**config.mk**
```make
export PLATFORM = sky130hd
export DESIGN_NAME = ni_flit_tx
export DESIGN_NICKNAME = d
export VERILOG_FILES = /design/src/rtl/ni_flit_tx.sv
export SDC_FILE = /design/constraint.sdc
export NUM_CORES = 1
export LEC_CHECK = 0
export ABC_AREA = 1
export BUFFER_PORTS_ARGS = -buffer_cell sky130_fd_sc_hd__buf_2
export CAP_MARGIN = 20
export CORE_MARGIN = 1.5
export CORE_UTILIZATION = 52
export DETAILED_ROUTE_END_ITERATION = 10
export GPL_TIMING_DRIVEN = 1
export PLACE_DENSITY = 0.85
export RECOVER_POWER = 25
export SLEW_MARGIN = 30
export SYNTH_ARGS = -nofsm -noshare
export SYNTH_HDL_FRONTEND = slang
export SYNTH_SLANG_ARGS = --single-unit
```
**constraint.sdc**
```tcl
create_clock -name clk -period 2.3 [get_ports clk]
set_input_delay 0.46 -clock clk [delete_from_list [all_inputs] [get_ports clk]]
set_output_delay 0.46 -clock clk [all_outputs]
set_load 0.005 [all_outputs]
```
**src/rtl/ni_flit_tx.sv**
```systemverilog
`timescale 1ns/1ps
// ni_flit_tx: segments one packet descriptor into HEAD/BODY/TAIL (or HEADTAIL) flits on a round-robin VC.
// Head 2 edges after descriptor; per-VC on/off stalls body flits. Stats counters under NI_FLIT_TX_STATS_EN.

package ni_flit_pkg;
    localparam int VC_NUM            = 4;
    localparam int VC_SIZE           = $clog2(VC_NUM);
    localparam int DEST_ADDR_SIZE_X  = 2;
    localparam int DEST_ADDR_SIZE_Y  = 2;
    localparam int HEAD_PAYLOAD_SIZE = 16;
    localparam int FLIT_DATA_SIZE    = DEST_ADDR_SIZE_X + DEST_ADDR_SIZE_Y + HEAD_PAYLOAD_SIZE;

    typedef enum logic [1:0] {
        HEAD     = 2'b00,
        BODY     = 2'b01,
        TAIL     = 2'b10,
        HEADTAIL = 2'b11
    } flit_label_t;

    typedef struct packed {
        logic [DEST_ADDR_SIZE_X-1:0]  x_dest;
        logic [DEST_ADDR_SIZE_Y-1:0]  y_dest;
        logic [HEAD_PAYLOAD_SIZE-1:0] head_pl;
    } head_data_t;

    typedef union packed {
        head_data_t                head_data;
        logic [FLIT_DATA_SIZE-1:0] bt_pl;
    } flit_data_t;

    typedef struct packed {
        flit_label_t          flit_label;
        logic [VC_SIZE-1:0]   vc_id;
        flit_data_t           data;
    } flit_t;
endpackage

module ni_flit_tx
    import ni_flit_pkg::*;
#(
    parameter int MAX_PKT_LEN = 16,
    parameter int LEN_SIZE    = $clog2(MAX_PKT_LEN) + 1
) (
    input  logic                         clk,
    input  logic                         rst,
    input  logic                         pkt_valid_i,
    output logic                         pkt_ready_o,
    input  logic [DEST_ADDR_SIZE_X-1:0]  pkt_x_dest_i,
    input  logic [DEST_ADDR_SIZE_Y-1:0]  pkt_y_dest_i,
    input  logic [HEAD_PAYLOAD_SIZE-1:0] pkt_head_pl_i,
    input  logic [LEN_SIZE-1:0]          pkt_len_i,
    input  logic                         pl_valid_i,
    output logic                         pl_ready_o,
    input  logic [FLIT_DATA_SIZE-1:0]    pl_data_i,
    input  logic [VC_NUM-1:0]            on_off_i,
    input  logic [VC_NUM-1:0]            allocatable_i,
    output flit_t                        data_o,
    output logic                         valid_flit_o,
    output logic                         busy_o,
`ifdef NI_FLIT_TX_STATS_EN
    output logic [31:0]                  flit_cnt_o,
    output logic [31:0]                  stall_cnt_o,
`endif
    output logic                         error_o
);

    typedef enum logic [1:0] {S_IDLE, S_HEAD, S_BODY} state_t;

    state_t                       state_q;
    logic [DEST_ADDR_SIZE_X-1:0]  x_q;
    logic [DEST_ADDR_SIZE_Y-1:0]  y_q;
    logic [HEAD_PAYLOAD_SIZE-1:0] hpl_q;
    logic [LEN_SIZE-1:0]          len_q;
    logic [LEN_SIZE-1:0]          rem_q;
    logic [VC_SIZE-1:0]           cur_vc_q;
    logic [VC_SIZE-1:0]           rr_q;
    flit_t                        data_q;
    logic                         vld_q;
    logic                         err_q;

    // Scan downward so the last hit written is the one closest to ptr.
    function automatic logic [VC_SIZE:0] rr_pick(input logic [VC_NUM-1:0] el,
                                                  input logic [VC_SIZE-1:0] ptr);
        logic [VC_SIZE:0]   res;
        logic [VC_SIZE-1:0] idx;
        res = '0;
        for (int i = VC_NUM - 1; i >= 0; i--) begin
            idx = VC_SIZE'((int'(ptr) + i) % VC_NUM);
            if (el[idx]) res = {1'b1, idx};
        end
        return res;
    endfunction

    logic [VC_SIZE:0]   pick;
    logic               pick_found;
    logic [VC_SIZE-1:0] pick_vc;
    logic [VC_SIZE-1:0] pick_vc_inc;
    logic               len_legal;
    logic               pkt_hs;
    logic               pl_hs;
    logic               flit_fire;

    assign pick        = rr_pick(on_off_i & allocatable_i, rr_q);
    assign pick_found  = pick[VC_SIZE];
    assign pick_vc     = pick[VC_SIZE-1:0];
    assign pick_vc_inc = (pick_vc == VC_SIZE'(VC_NUM - 1)) ? '0 : pick_vc + VC_SIZE'(1);
    assign len_legal   = (pkt_len_i != '0) && (pkt_len_i <= LEN_SIZE'(MAX_PKT_LEN));

    assign pkt_ready_o = (state_q == S_IDLE) & ~rst;
    // on_off is combinational into ready so a VC turning off blocks the handshake that same cycle.
    assign pl_ready_o  = (state_q == S_BODY) & on_off_i[cur_vc_q] & ~rst;
    assign pkt_hs      = pkt_valid_i & pkt_ready_o;
    assign pl_hs       = pl_valid_i & pl_ready_o;
    assign flit_fire   = ((state_q == S_HEAD) & pick_found) | pl_hs;

    assign data_o       = data_q;
    assign valid_flit_o = vld_q;
    assign error_o      = err_q;
    assign busy_o       = (state_q != S_IDLE) & ~rst;

    always_ff @(posedge clk) begin
        if (rst) begin
            state_q  <= S_IDLE;
            x_q      <= '0;
            y_q      <= '0;
            hpl_q    <= '0;
            len_q    <= '0;
            rem_q    <= '0;
            cur_vc_q <= '0;
            rr_q     <= '0;
            data_q   <= '0;
            vld_q    <= 1'b0;
            err_q    <= 1'b0;
        end else begin
            vld_q <= 1'b0;
            err_q <= 1'b0;
            case (state_q)
                S_IDLE: begin
                    if (pkt_hs) begin
                        x_q   <= pkt_x_dest_i;
                        y_q   <= pkt_y_dest_i;
                        hpl_q <= pkt_head_pl_i;
                        len_q <= pkt_len_i;
                        if (len_legal) state_q <= S_HEAD;
                        else           err_q   <= 1'b1;
                    end
                end
                S_HEAD: begin
                    if (pick_found) begin
                        cur_vc_q                  <= pick_vc;
                        rr_q                      <= pick_vc_inc;
                        vld_q                     <= 1'b1;
                        data_q.flit_label         <= (len_q == LEN_SIZE'(1)) ? HEADTAIL : HEAD;
                        data_q.vc_id              <= pick_vc;
                        data_q.data.head_data     <= '{x_dest: x_q, y_dest: y_q, head_pl: hpl_q};
                        rem_q                     <= len_q - LEN_SIZE'(1);
                        state_q                   <= (len_q == LEN_SIZE'(1)) ? S_IDLE : S_BODY;
                    end
                end
                S_BODY: begin
                    if (pl_hs) begin
                        vld_q             <= 1'b1;
                        data_q.flit_label <= (rem_q == LEN_SIZE'(1)) ? TAIL : BODY;
                        data_q.vc_id      <= cur_vc_q;
                        data_q.data.bt_pl <= pl_data_i;
                        rem_q             <= rem_q - LEN_SIZE'(1);
                        if (rem_q == LEN_SIZE'(1)) state_q <= S_IDLE;
                    end
                end
                default: state_q <= S_IDLE;
            endcase
        end
    end

`ifdef NI_FLIT_TX_STATS_EN
    logic [31:0] flit_cnt_q;
    logic [31:0] stall_cnt_q;

    assign flit_cnt_o  = flit_cnt_q;
    assign stall_cnt_o = stall_cnt_q;

    always_ff @(posedge clk) begin
        if (rst) begin
            flit_cnt_q  <= '0;
            stall_cnt_q <= '0;
        end else begin
            if (flit_fire && flit_cnt_q != '1)
                flit_cnt_q <= flit_cnt_q + 32'd1;
            if (state_q != S_IDLE && !flit_fire && stall_cnt_q != '1)
                stall_cnt_q <= stall_cnt_q + 32'd1;
        end
    end
`endif

endmodule
```
**After elaboration in Yosys (flattened, before gate mapping)**

Cells that the tools add are included.

- Register bits: 62
- Bits of input ports: 57
- Output and inout bits: 29
- Logic and storage cells: 89

- $add $sub $neg: 6
- Order comparisons: 6
- Equal/unequal tests: 10
- Multiplexer cells: 34
- Bitwise operators: 10
- Reductions and logical operators: 10

Operators with widths:

| kind | count |
|---|---|
| $mux W24 | 2 |
| $pmux W24 S2 | 1 |
| $mux W2 | 9 |
| $lt A2 B3 Y1 const B | 5 |
| $mux W3 | 4 |
| $bmux W1 S2 | 5 |
| $eq A5 B1 Y1 const B | 2 |
| $mux W5 | 2 |
| $pmux W5 S2 | 1 |
| $sub A5 B1 Y5 const B | 2 |
| $mux W1 | 8 |
| $ne A2 B2 Y1 const B | 4 |
| $and A1 B1 Y1 | 6 |
| $pmux W2 S3 | 1 |
| $le A5 B5 Y1 const B | 1 |
| $reduce_and A5 Y1 | 1 |
| $reduce_bool A5 Y1 | 1 |
| $add A2 B1 Y2 const B | 2 |
| $add A2 B2 Y2 const B | 2 |
| $and A4 B4 Y4 | 1 |
| $eq A2 B2 Y1 const B | 2 |
| $reduce_and A2 Y1 | 2 |
| $reduce_bool A2 Y1 | 2 |
| $not A1 Y1 | 3 |
| 7 further kinds | 7 |

**Longest topological paths before layout**

Gate-level depths: netlist (run 1).

- Depth after elaboration: 9
- Depth in mapped cells: 15
- Mapped depth without buffers: 15

**Least setup slack after synthesis (run 1)**

Ideal clock, no wire load.

- Kind: register to register
- From: register state_q[0]
- To: register data_q (netlist bit data_o[17])
- Setup time: 0.116 ns
- Arrival time: 1.570 ns
- Required time: 2.184 ns
- Slack: 0.614 ns
- Cell stages (with the launch flop): 13
- Buffers on the path: 2
- Clock period less this slack: 1.686 ns
- Cells stage by stage: dfxtp_1 inv_1 ha_1 buf_4 inv_2 nor2_2 nand4_1 nand2_1 o21a_1 nand2_4 buf_6 o21ai_0 nor2_1

- Cells in the longest elaborated chain, start to end: 6
- Elaborated cells between the ends (all ways): 10
- Those cells by class: eq/ne: 4; mux: 1; bitwise: 3; reduce/logical: 2

RTL lines:

| element | line | RTL |
|---|---|---|
| start, declared | 69 | `state_t state_q;` |
| start signal, assigned | 157 | `state_q <= (len_q == LEN_SIZE'(1)) ? S_IDLE : S_BODY;` |
| $eq A2 B2 Y1 | 111, 137 |  |
| $and A1 B1 Y1 (2 in a row) | 111 | `assign pl_ready_o = (state_q == S_BODY) & on_off_i[cur_vc_q] & ~rst;` |
| $and A1 B1 Y1 | 113 | `assign pl_hs = pl_valid_i & pl_ready_o;` |
| $ne A2 B2 Y1 (no line) | -- |  |
| $reduce_and A3 Y1 (no line) | -- |  |
| end, declared | 77 | `flit_t data_q;` |

Parallel ways exist; a longest one is shown, timed or not.
A chain may end at the register's enable or synchronous reset.

**Final worst setup path (run 1)**

- From: register state_q[0]
- To: register data_q (netlist bit data_o[21])

Same word-level chain as after synthesis.

==> flow_summary.toml, run 1 <==
[yosys]
synth_seq_cells = 62
ys_seq_area_frac = 0.396
yosysWarnings = 0
synth_cells = 457
ys_top_cells_by_area = "dfxtp_1 40%, nand2_1 13%, o21ai_0 7.5%"
synth_edf_count = 0
async_reset_ff_frac = 0
netlist_area_mm2 = 0.00314
synth.avg_cell_area_um2 = 6.86
synth_cell_types = 30
synth_fp_nets = 521
yosys.area.top_type = "dfxtp_1"
synth_top_area_share = 0.396
yosys_most_used_dff = "dfxtp_1"

[clock_tree]
cts_root_buffer = "clkbuf_8"
hold_buffers = 0
cts_tree = "done"
numClockSinks = 62
cts_max_level = 3
clk_pin_slew_worst_paths_ns = 0.07
clk_path_buf_depth = 2
cts_buffers = 9
clkLatencyLatePin_ns = 0.34
post_cts_buffers = 0
cts_resized = 0

[worst_setup_path]
worstSetupEndpointType = "flip-flop"
critPathArrivalTime_ns = 2.23
startpoint_type = "flip-flop"
critPathMaxFanout = 26
cp.required_ns = 2.53
criticalPathCategory = "reg -> reg"

[pwr]
p_int_w = 0.00260
p_switching_w = 0.00164
p_leak_nw = 1.81
p_per_area_mw_per_mm2 = 1120
vdd_drop_max_mv = 0.520
comb_power_share = 0.399
swShare = 0.387
p_seq_frac = 0.372
power_frac_clock = 0.229
power_w = 0.00424

[timing]
finalMaxSlewViolations = 0
tns_ns = 0
fin_crit_ns = 2.00
rsz0062_at_grt = "no"
worstMarginPinSlew_ns = 0.478
clock.fmax_mhz = 500
final-hold-violation-count = 0
setup_viol = 0
fin_skew_ns = 0.00801
finalCritPeriodShare = 0.870
max_slew_margin = 0.681

[cells_and_area]
layout-drive-gt1-share = 0.245
layout_commonest_cell = "nand2_1"
n_antenna_cell = 0
layout_common_cells = "108 x nand2_1, 78 x buf_2, 62 x dfxtp_1"
fin_nets = 602
syn2layout_area_growth_pct = 20.4

[route]
routedWlPerCell_um = 11.7
detail_route.iter0.violations = 159
ant_nets = 0
first_pass_iters = 4
postRouteWirelength_um = 7250
drc = 0
routed_via_density = 5.03
vias = 3110

[worst_hold_path]
hp-class = "in -> reg"

[floorplanning]
ioPinCount = 86
fp-row-count = 28
initial_core_util = 0.533
die-area_mm2 = 0.00650
fp.coreArea_mm2 = 0.00589
die_h_um = 80.7
die_w_um = 80.7

[global_route]
busiest_layer = "met2"
grt_max_degree = 55
grt_pass1_wl_um = 11400
antenna_found_initial = 0
grt_util_met2 = 0.386
grt.total_usage = 0.229
grt_pass1_vias = 2674
met1_usage = 0.279
overflow = 0
use_met3 = 0.0568

[placed_design]
hpwl_um = 5150
gp_congestion = 0.831
portBuffers = 85

[status]
status = "finished clean"

[job]
cap_violations = 0
## routing by layer
| metal | part of all wire | wire (µm) | vias up |
|---|---|---|---|
| met5 | 0 | 0 | - |
| met1 | 0.45 | 3260 | 1395 |
| met4 | 0.014 | 102 | 0 |
| met3 | 0.066 | 479 | 10 |
| met2 | 0.47 | 3410 | 96 |
| li1 | - | - | 1609 |
## worst paths after layout
check	cells after the start	end	slack [ns]	from
max reg2reg	12	data_o[21]	0.30	state_q[0]
max	12	data_o[21]	0.30	state_q[0]
min	3	hpl_q[15]	0.32	pkt_head_pl_i[15]
min reg2reg	2	hpl_q[3]	0.45	hpl_q[3]
## worst max-delay path: stages, from the launching register on
cell	delay, ns
dfxtp_1	0.33
inv_1	0.08
ha_1	0.19
inv_2	0.05
nor2_2	0.09
nand4_1	0.14
nand2_1	0.11
o21a_1	0.20
nand2_4	0.16
inv_4	0.32
nand2_1	0.09
nor2_1	0.10
nor2_1	0.04
## stage by stage
| stage | setup slack [ns] | instances | hold slack [ns] | instance area [µm²] | util |
|---|---|---|---|---|---|
| 2_1_floorplan | 0.614 | 457 | 0.424 | 3140 | - |
| 3_5_place_dp | 0.292 | 602 | 0.440 | 3580 | 0.609 |
| 5_1_grt | 0.151 | 618 | 0.307 | 3770 | 0.641 |
| 3_3_place_gp | 0.343 | 602 | 0.434 | 3580 | 0.609 |
| 6_report | 0.298 | 618 | 0.321 | 3770 | 0.641 |
| 4_1_cts | 0.299 | 618 | 0.308 | 3780 | 0.643 |
## cell usage after synthesis (4+ instances only)
cell,count
buf_6,5
ha_1,7
inv_1,44
nand2_1,108
a21oi_1,28
o21ai_0,47
o21ai_1,17
nor2_2,21
dfxtp_1,62
nand2_2,4
nor2_1,45
nand3_1,29
clkbuf_1,15
## cell type report
type                       count  area, µm²
clock buffer                  13        159
clock inverter                 3       42.5
fill                         517       2110
inverter                      49        186
multi-input combinational    324       1580
sequential                    62       1240
tap                           75       93.8
timing repair buffer          92        469
## flip-flops by register name, indices dropped and copies added (netlist names)
signal and cells:
rem_q 5, error_o 1, x_q 2, len_q 5, rr_q 2, y_q 2, cur_vc_q 2, hpl_q 16
valid_flit_o 1, data_o 24, state_q 2
## power by group through the flow
stage	sequential (W)	combinational [W]	clock, W
floorplan	0.00158	0.00129	0
global placement	0.00159	0.00164	0
detailed placement	0.00160	0.00170	0
CTS	0.00158	0.00170	0.000987
global route	0.00161	0.00194	0.00104
finish	0.00158	0.00169	0.000972
## kinds of logic after synthesis
logic type | share of synthesized area
DFF | 0.396
and+or+nand+nor | 0.308
adders and majority gates | 0.0279
xor gates and xnor gates | 0.0112
buffers and inverters | 0.0994
muxes | 0.00319
AOI/OAI and AO/OA | 0.154
No activity file was read; power rests on OpenSTA's default activity.
==> run 2, diff against run 1 <==
--- a/config.mk
+++ b/config.mk
@@ -9,10 +9,11 @@
 export BUFFER_PORTS_ARGS = -buffer_cell sky130_fd_sc_hd__buf_2
 export CAP_MARGIN = 20
 export CORE_MARGIN = 1.5
-export CORE_UTILIZATION = 52
+export CORE_UTILIZATION = 47
 export DETAILED_ROUTE_END_ITERATION = 10
+export GPL_ROUTABILITY_DRIVEN = 0
 export GPL_TIMING_DRIVEN = 1
-export PLACE_DENSITY = 0.85
+export PLACE_DENSITY = 0.82
 export RECOVER_POWER = 25
 export SLEW_MARGIN = 30
 export SYNTH_ARGS = -nofsm -noshare
==> constraint.sdc (replaced) <==
create_clock -name clk -period 1.8 [get_ports clk]
set_input_delay 0.36 -clock clk [delete_from_list [all_inputs] [get_ports clk]]
set_output_delay 0.36 -clock clk [all_outputs]
set_load 0.005 [all_outputs]
==> run 2 against run 1 <==
Cell count increased by 1.8%. Setup slack got worse by 0.21 ns. Non-clock buffer count increased by 10. Clock power increased by 53%. First-iteration DRC count decreased by 5.0%. Clock skew about the same. Clock-buffer cell count decreased by 2. Combinational power increased by 48%. Sequential cell count unchanged. Register-to-register slack got worse by 0.19 ns. Critical path depth decreased by 7. Hold slack got worse by 0.11 ns. Critical path type is now reg -> out. Largest cell class unchanged.
==> flow_summary.toml, run 2 (synthesis results as in run 1) <==
[route]
first_pass_iters = 4
drc = 0
dr.max_layer_used = "met4"
detail_route.iter0.violations = 151
routedWlPerCell_um = 12.7
postRouteWirelength_um = 7980
met1_length_um = 3490
vias = 3201
routed_via_density = 5.09
ant_nets = 0
dr_wl_met3_um = 476
met2_length_um = 3820

[worst_setup_path]
critPathMaxFanout = 3
startpoint_type = "flip-flop"
criticalPathCategory = "reg -> out"
worstSetupEndpointType = "primary output"
critPathArrivalTime_ns = 1.35
cp.required_ns = 1.44

[clock_tree]
cts_max_level = 3
clk_pin_slew_worst_paths_ns = 0.07
cts_buffers = 9
clk_path_buf_depth = 2
cts_root_buffer = "clkbuf_8"
cts_tree = "done"
numClockSinks = 62
hold_buffers = 0
clkLatencyLatePin_ns = 0.34

[placed_design]
portBuffers = 85
hpwl_um = 5640

[global_route]
antenna_found_initial = 0
grt_pass1_vias = 3085
grt_max_degree = 47
grt.total_usage = 0.225
overflow = 0
grt_pass1_wl_um = 13100

[floorplanning]
fp-row-count = 29
die_h_um = 84.7
die_w_um = 84.7
die-area_mm2 = 0.00717
initial_core_util = 0.491
ioPinCount = 86
fp.coreArea_mm2 = 0.00639

[timing]
finalCritPeriodShare = 0.952
finalMaxSlewViolations = 0
final-hold-violation-count = 0
max_slew_margin = 0.724
tns_ns = 0
fin_crit_ns = 1.71
worstMarginPinSlew_ns = 0.413
fin_skew_ns = 0.00847
clock.fmax_mhz = 584
setup_viol = 0

[worst_hold_path]
hp-class = "in -> reg"

[cells_and_area]
layout_common_cells = "107 x nand2_1, 78 x buf_2, 60 x dfxtp_1"
final_util = 0.627
layout-drive-gt1-share = 0.275
largest_reg_flops = 24
syn2layout_area_growth_pct = 27.7
n_antenna_cell = 0
layout_commonest_cell = "nand2_1"
fin_nets = 612

[job]
cap_violations = 0

[pwr]
p_leak_nw = 1.92
p_per_area_mw_per_mm2 = 1500
vdd_drop_max_mv = 0.763

[status]
status = "finished clean"
==> run 2: changes by cell type in the layout (fill, tap and decap cells not counted), sizes merged <==
cell      delta
buf          +9
clkbuf       -1
bufinv       +2
clkinvlp     -1
==> run 2: worst max-delay path, cell delays in order, from the launching register on <==
cell	delay, ns
dfxtp_1	0.36
inv_1	0.07
ha_1	0.19
buf_4	0.15
nor2_1	0.12
buf_2	0.13
==> run 2: report_power, final <==
| group | total (W) | switching, W | internal [W] |
|---|---|---|---|
| Combinational | 0.00250 | 0.00143 | 0.00107 |
| Sequential | 0.00203 | 0.000265 | 0.00176 |
| Clock | 0.00149 | 0.000542 | 0.000949 |
| Total | 0.00602 | 0.00224 | 0.00378 |
==> run 2: repair_timing <==
action | in CTS | in global routing
gates resized for setup | 0 | 20
buffers inserted | 0 | 3
endpoints found under the setup margin | 0 | 35
==> run 2: final timing paths <==
check,start,end,slack (ns),cells past startpoint
worst min register to register,hpl_q[5],hpl_q[5],0.45,2
worst max register to register,rr_q[1],data_o[13],0.11,12
worst min-delay path,pkt_head_pl_i[15],hpl_q[15],0.21,3
worst max-delay path,state_q[1],busy_o,0.09,5
==> run 2: layout make-up <==
class | count | area [µm²]
multi-input combinational | 324 | 1610
clock inverter | 4 | 95.1
tap | 77 | 96.3
inverter | 49 | 191
clock buffer | 11 | 141
timing repair buffer | 102 | 621
sequential | 62 | 1250
fill | 568 | 2380
==> run 2: per-stage QoR <==
step           cell area (µm²)  worst slack (ns)  hold slack, ns  instances  total power (W)
2_1_floorplan             3140             0.114           0.424        457          0.00366
3_3_place_gp              3660            0.0857           0.432        609          0.00425
3_5_place_dp              3660            0.0341           0.438        609          0.00434
4_1_cts                   3900            0.0208           0.203        624          0.00584
5_1_grt                   4000           -0.0163           0.217        629          0.00645
6_report                  4000            0.0871           0.212        629          0.00602
==> run 2: layer usage <==
layer	up-vias	global-route usage
li1	1637	-
met1	1441	0.276
met2	105	0.370
met3	18	0.0541
met4	0	0.111
met5	-	0
==> run 3, diff against run 2 <==
--- a/config.mk
+++ b/config.mk
@@ -5,15 +5,14 @@
 export SDC_FILE = /design/constraint.sdc
 export NUM_CORES = 1
 export LEC_CHECK = 0
-export ABC_AREA = 1
 export BUFFER_PORTS_ARGS = -buffer_cell sky130_fd_sc_hd__buf_2
 export CAP_MARGIN = 20
 export CORE_MARGIN = 1.5
-export CORE_UTILIZATION = 47
+export CORE_UTILIZATION = 46
 export DETAILED_ROUTE_END_ITERATION = 10
 export GPL_ROUTABILITY_DRIVEN = 0
 export GPL_TIMING_DRIVEN = 1
-export PLACE_DENSITY = 0.82
+export PLACE_DENSITY = 0.81
 export RECOVER_POWER = 25
 export SLEW_MARGIN = 30
 export SYNTH_ARGS = -nofsm -noshare
==> run 3 against run 2 <==
The flow now finishes with violations (setup timing). Clock-buffer cell count up 2. Largest cell class unchanged. Critical path type is now reg -> reg. Die area down 7.1%. Cell area about the same. Wire length up 1.4%. Clock skew up 0.0038 ns. Sequential cell count unchanged. Sequential power up 2%. Register-to-register slack worse by 0.18 ns.
==> flow_summary.toml, run 3 <==
[status]
status = "finished with violations"
violations = "setup timing"

[cells_and_area]
n_antenna_cell = 0
largest_reg_flops = 24
layout-drive-gt1-share = 0.350
layout_common_cells = "75 x buf_2, 60 x dfxtp_1, 57 x nand2_1"
regArea_mm2 = 0.00124
layout_commonest_cell = "buf_2"
syn2layout_area_growth_pct = 40.9
fin_nets = 508
nFillCells = 482
multiInputGateArea_mm2 = 0.00164
postLayoutCellArea_mm2 = 0.00401

[yosys]
synth_fp_nets = 402
synth_cells = 338
yosys_most_used_dff = "dfxtp_1"
synth_edf_count = 0
async_reset_ff_frac = 0
yosysMostFrequentCell = "dfxtp_1"
synth_top_area_share = 0.436
synth_common_cells = "62 x dfxtp_1, 60 x nand2_1, 36 x nor2_1"
ys_seq_area_frac = 0.436
yosys.area.top_type = "dfxtp_1"
yosysWarnings = 0
synth_cell_types = 40
ys_top_cells_by_area = "dfxtp_1 44%, mux2i_1 8.8%, nand2_1 7.9%"
netlist_area_mm2 = 0.00284
synth_seq_cells = 62
synth.avg_cell_area_um2 = 8.41

[worst_setup_path]
worstSetupEndpointType = "flip-flop"
critical_path_buf_inv_count = 2
startpoint_type = "flip-flop"
critPathMaxFanout = 16
worst_path_largest_cell_delay_ns = 0.38
critPathTopFamily = "compound AO/OA/AOI/OAI gates"
criticalPathCategory = "reg -> reg"
cp.required_ns = 2.05
critPathArrivalTime_ns = 2.12
slowest_stage = "or3b_4"
worstPathCellList = "or3b_4 > a2bb2oi_4 > a211oi_4 > buf_6 > buf_12 > nor2_1 > a211oi_1"
regToRegStartpoint = "cur_vc_q[1]"
startpoint = "cur_vc_q[1]"

[pwr]
power_frac_clock = 0.222
p_int_w = 0.00412
comb_power_share = 0.456
p_leak_nw = 1.72
swShare = 0.363
p_seq_frac = 0.322
p_per_area_mw_per_mm2 = 1610
vdd_drop_max_mv = 0.901
p_switching_w = 0.00234

[clock_tree]
hold_buffers = 0
clkLatencyLatePin_ns = 0.35
cts_max_level = 3
cts_root_buffer = "clkbuf_8"
numClockSinks = 62
clk_path_buf_depth = 2
cts_tree = "done"
clk_pin_slew_worst_paths_ns = 0.07
cts_buffers = 9

[floorplanning]
die-area_mm2 = 0.00666
initial_core_util = 0.478
die_h_um = 81.6
die_w_um = 81.6
fp-row-count = 28
fp.coreArea_mm2 = 0.00596
ioPinCount = 86

[route]
drc = 0
vias = 2833
routed_via_density = 5.41
ant_nets = 0
postRouteWirelength_um = 8090
routedWlPerCell_um = 15.4
detail_route.iter0.violations = 165
first_pass_iters = 5

[global_route]
overflow = 0
grt_pass1_vias = 2656
antenna_found_initial = 0
grt_max_degree = 41
grt_pass1_wl_um = 11900
grt.total_usage = 0.235

[timing]
fin_crit_ns = 1.87
max_slew_margin = 0.741
rsz0062_at_grt = "yes"
fin_skew_ns = 0.0123
clock.fmax_mhz = 534
final-hold-violation-count = 0
setup_viol = 19
tns_ns = -0.390
finalMaxSlewViolations = 0
fin_ws_ns = -0.0728
finalCritPeriodShare = 1.04
worstMarginPinSlew_ns = 0.388

[placed_design]
hpwl_um = 4930
place_area_mm2 = 0.00345
portBuffers = 85

[worst_hold_path]
hp-class = "in -> reg"
worstHoldStart = "pkt_head_pl_i[13]"

[job]
cap_violations = 0
==> run 3: cell types whose count changed after synthesis, moves of 5 or more <==
cell | before | now
a211oi_1 | 1 | 26
inv_1 | 44 | 11
mux2i_1 | 1 | 25
buf_6 | 5 | 0
nor2_2 | 21 | 0
o21ai_0 | 47 | 11
nand2_1 | 108 | 60
a21oi_1 | 28 | 10
nor2_1 | 45 | 36
o21ai_1 | 17 | 0
==> run 3: tightest hold or removal path, delay by kind of cell <==
family	cells	cell delay [ns]
AND/OR/NAND/NOR	2	0.08
buffers and inverters	1	0.08
==> run 3: routing by layer <==
metal | track usage | part of all wire | vias up
li1 | - | - | 1386
met1 | 0.277 | 0.42 | 1320
met2 | 0.402 | 0.50 | 105
met3 | 0.0700 | 0.057 | 22
met4 | 0.0847 | 0.026 | 0
met5 | 0 | 0 | -
==> run 3: final cells by class <==
type                            instances  area share
Tap cell                               75      0.0234
Timing Repair Buffer                  115       0.189
Multi-Input combinational cell        245       0.408
Clock buffer                           13      0.0422
Clock inverter                          3      0.0162
Sequential cell                        62       0.310
Inverter                               11      0.0103
==> run 3: path summary, 6_finish.rpt <==
path / to / slack, ns / cells past startpoint
setup / recovery: data_o[2] / -0.07 / 7
hold / removal: hpl_q[13] / 0.20 / 3
setup reg to reg: data_o[2] / -0.07 / 7
hold reg to reg: hpl_q[10] / 0.45 / 2
==> run 3: kinds of logic (layout without fill, tap and decap cells) <==
| logic type | after synthesis | in the layout | synth area share |
|---|---|---|---|
| flip-flops | 62 | 62 | 0.436 |
| adder cells (fa/ha/maj) | 7 | 7 | 0.0308 |
| multiplexers | 27 | 27 | 0.0959 |
| AO/OA/AOI/OAI | 64 | 64 | 0.155 |
| AND/OR/NAND/NOR | 142 | 142 | 0.220 |
| buffers and inverters | 31 | 142 | 0.0458 |
| XOR/XNOR | 5 | 5 | 0.0154 |
==> run 3: timing repair <==
action	in CTS	in global routing
setup endpoints to repair	18	33
cloned	2	2
setup buffers	3	2
gates resized for setup	11	36
pin swaps	9	15
==> run 3: stage by stage <==
step	setup slack, ns	util	hold slack (ns)	std cells	power, W
floorplan	0.0537	-	0.433	338	0.00341
global placement	-0.128	0.579	0.441	499	0.00405
detailed placement	-0.208	0.579	0.444	499	0.00416
CTS	-0.0306	0.641	0.199	520	0.00592
global route	-0.147	0.673	0.192	524	0.00684
finish	-0.0728	0.673	0.196	524	0.00647
==> run 3: power by group through the flow <==
| stage | clock (W) | sequential, W | combinational [W] |
|---|---|---|---|
| after floorplan | 0 | 0.00205 | 0.00136 |
| after global placement | 0 | 0.00206 | 0.00199 |
| after detailed placement | 0 | 0.00208 | 0.00209 |
| after CTS | 0.00144 | 0.00205 | 0.00242 |
| after global routing | 0.00151 | 0.00213 | 0.00320 |
| final | 0.00144 | 0.00208 | 0.00295 |
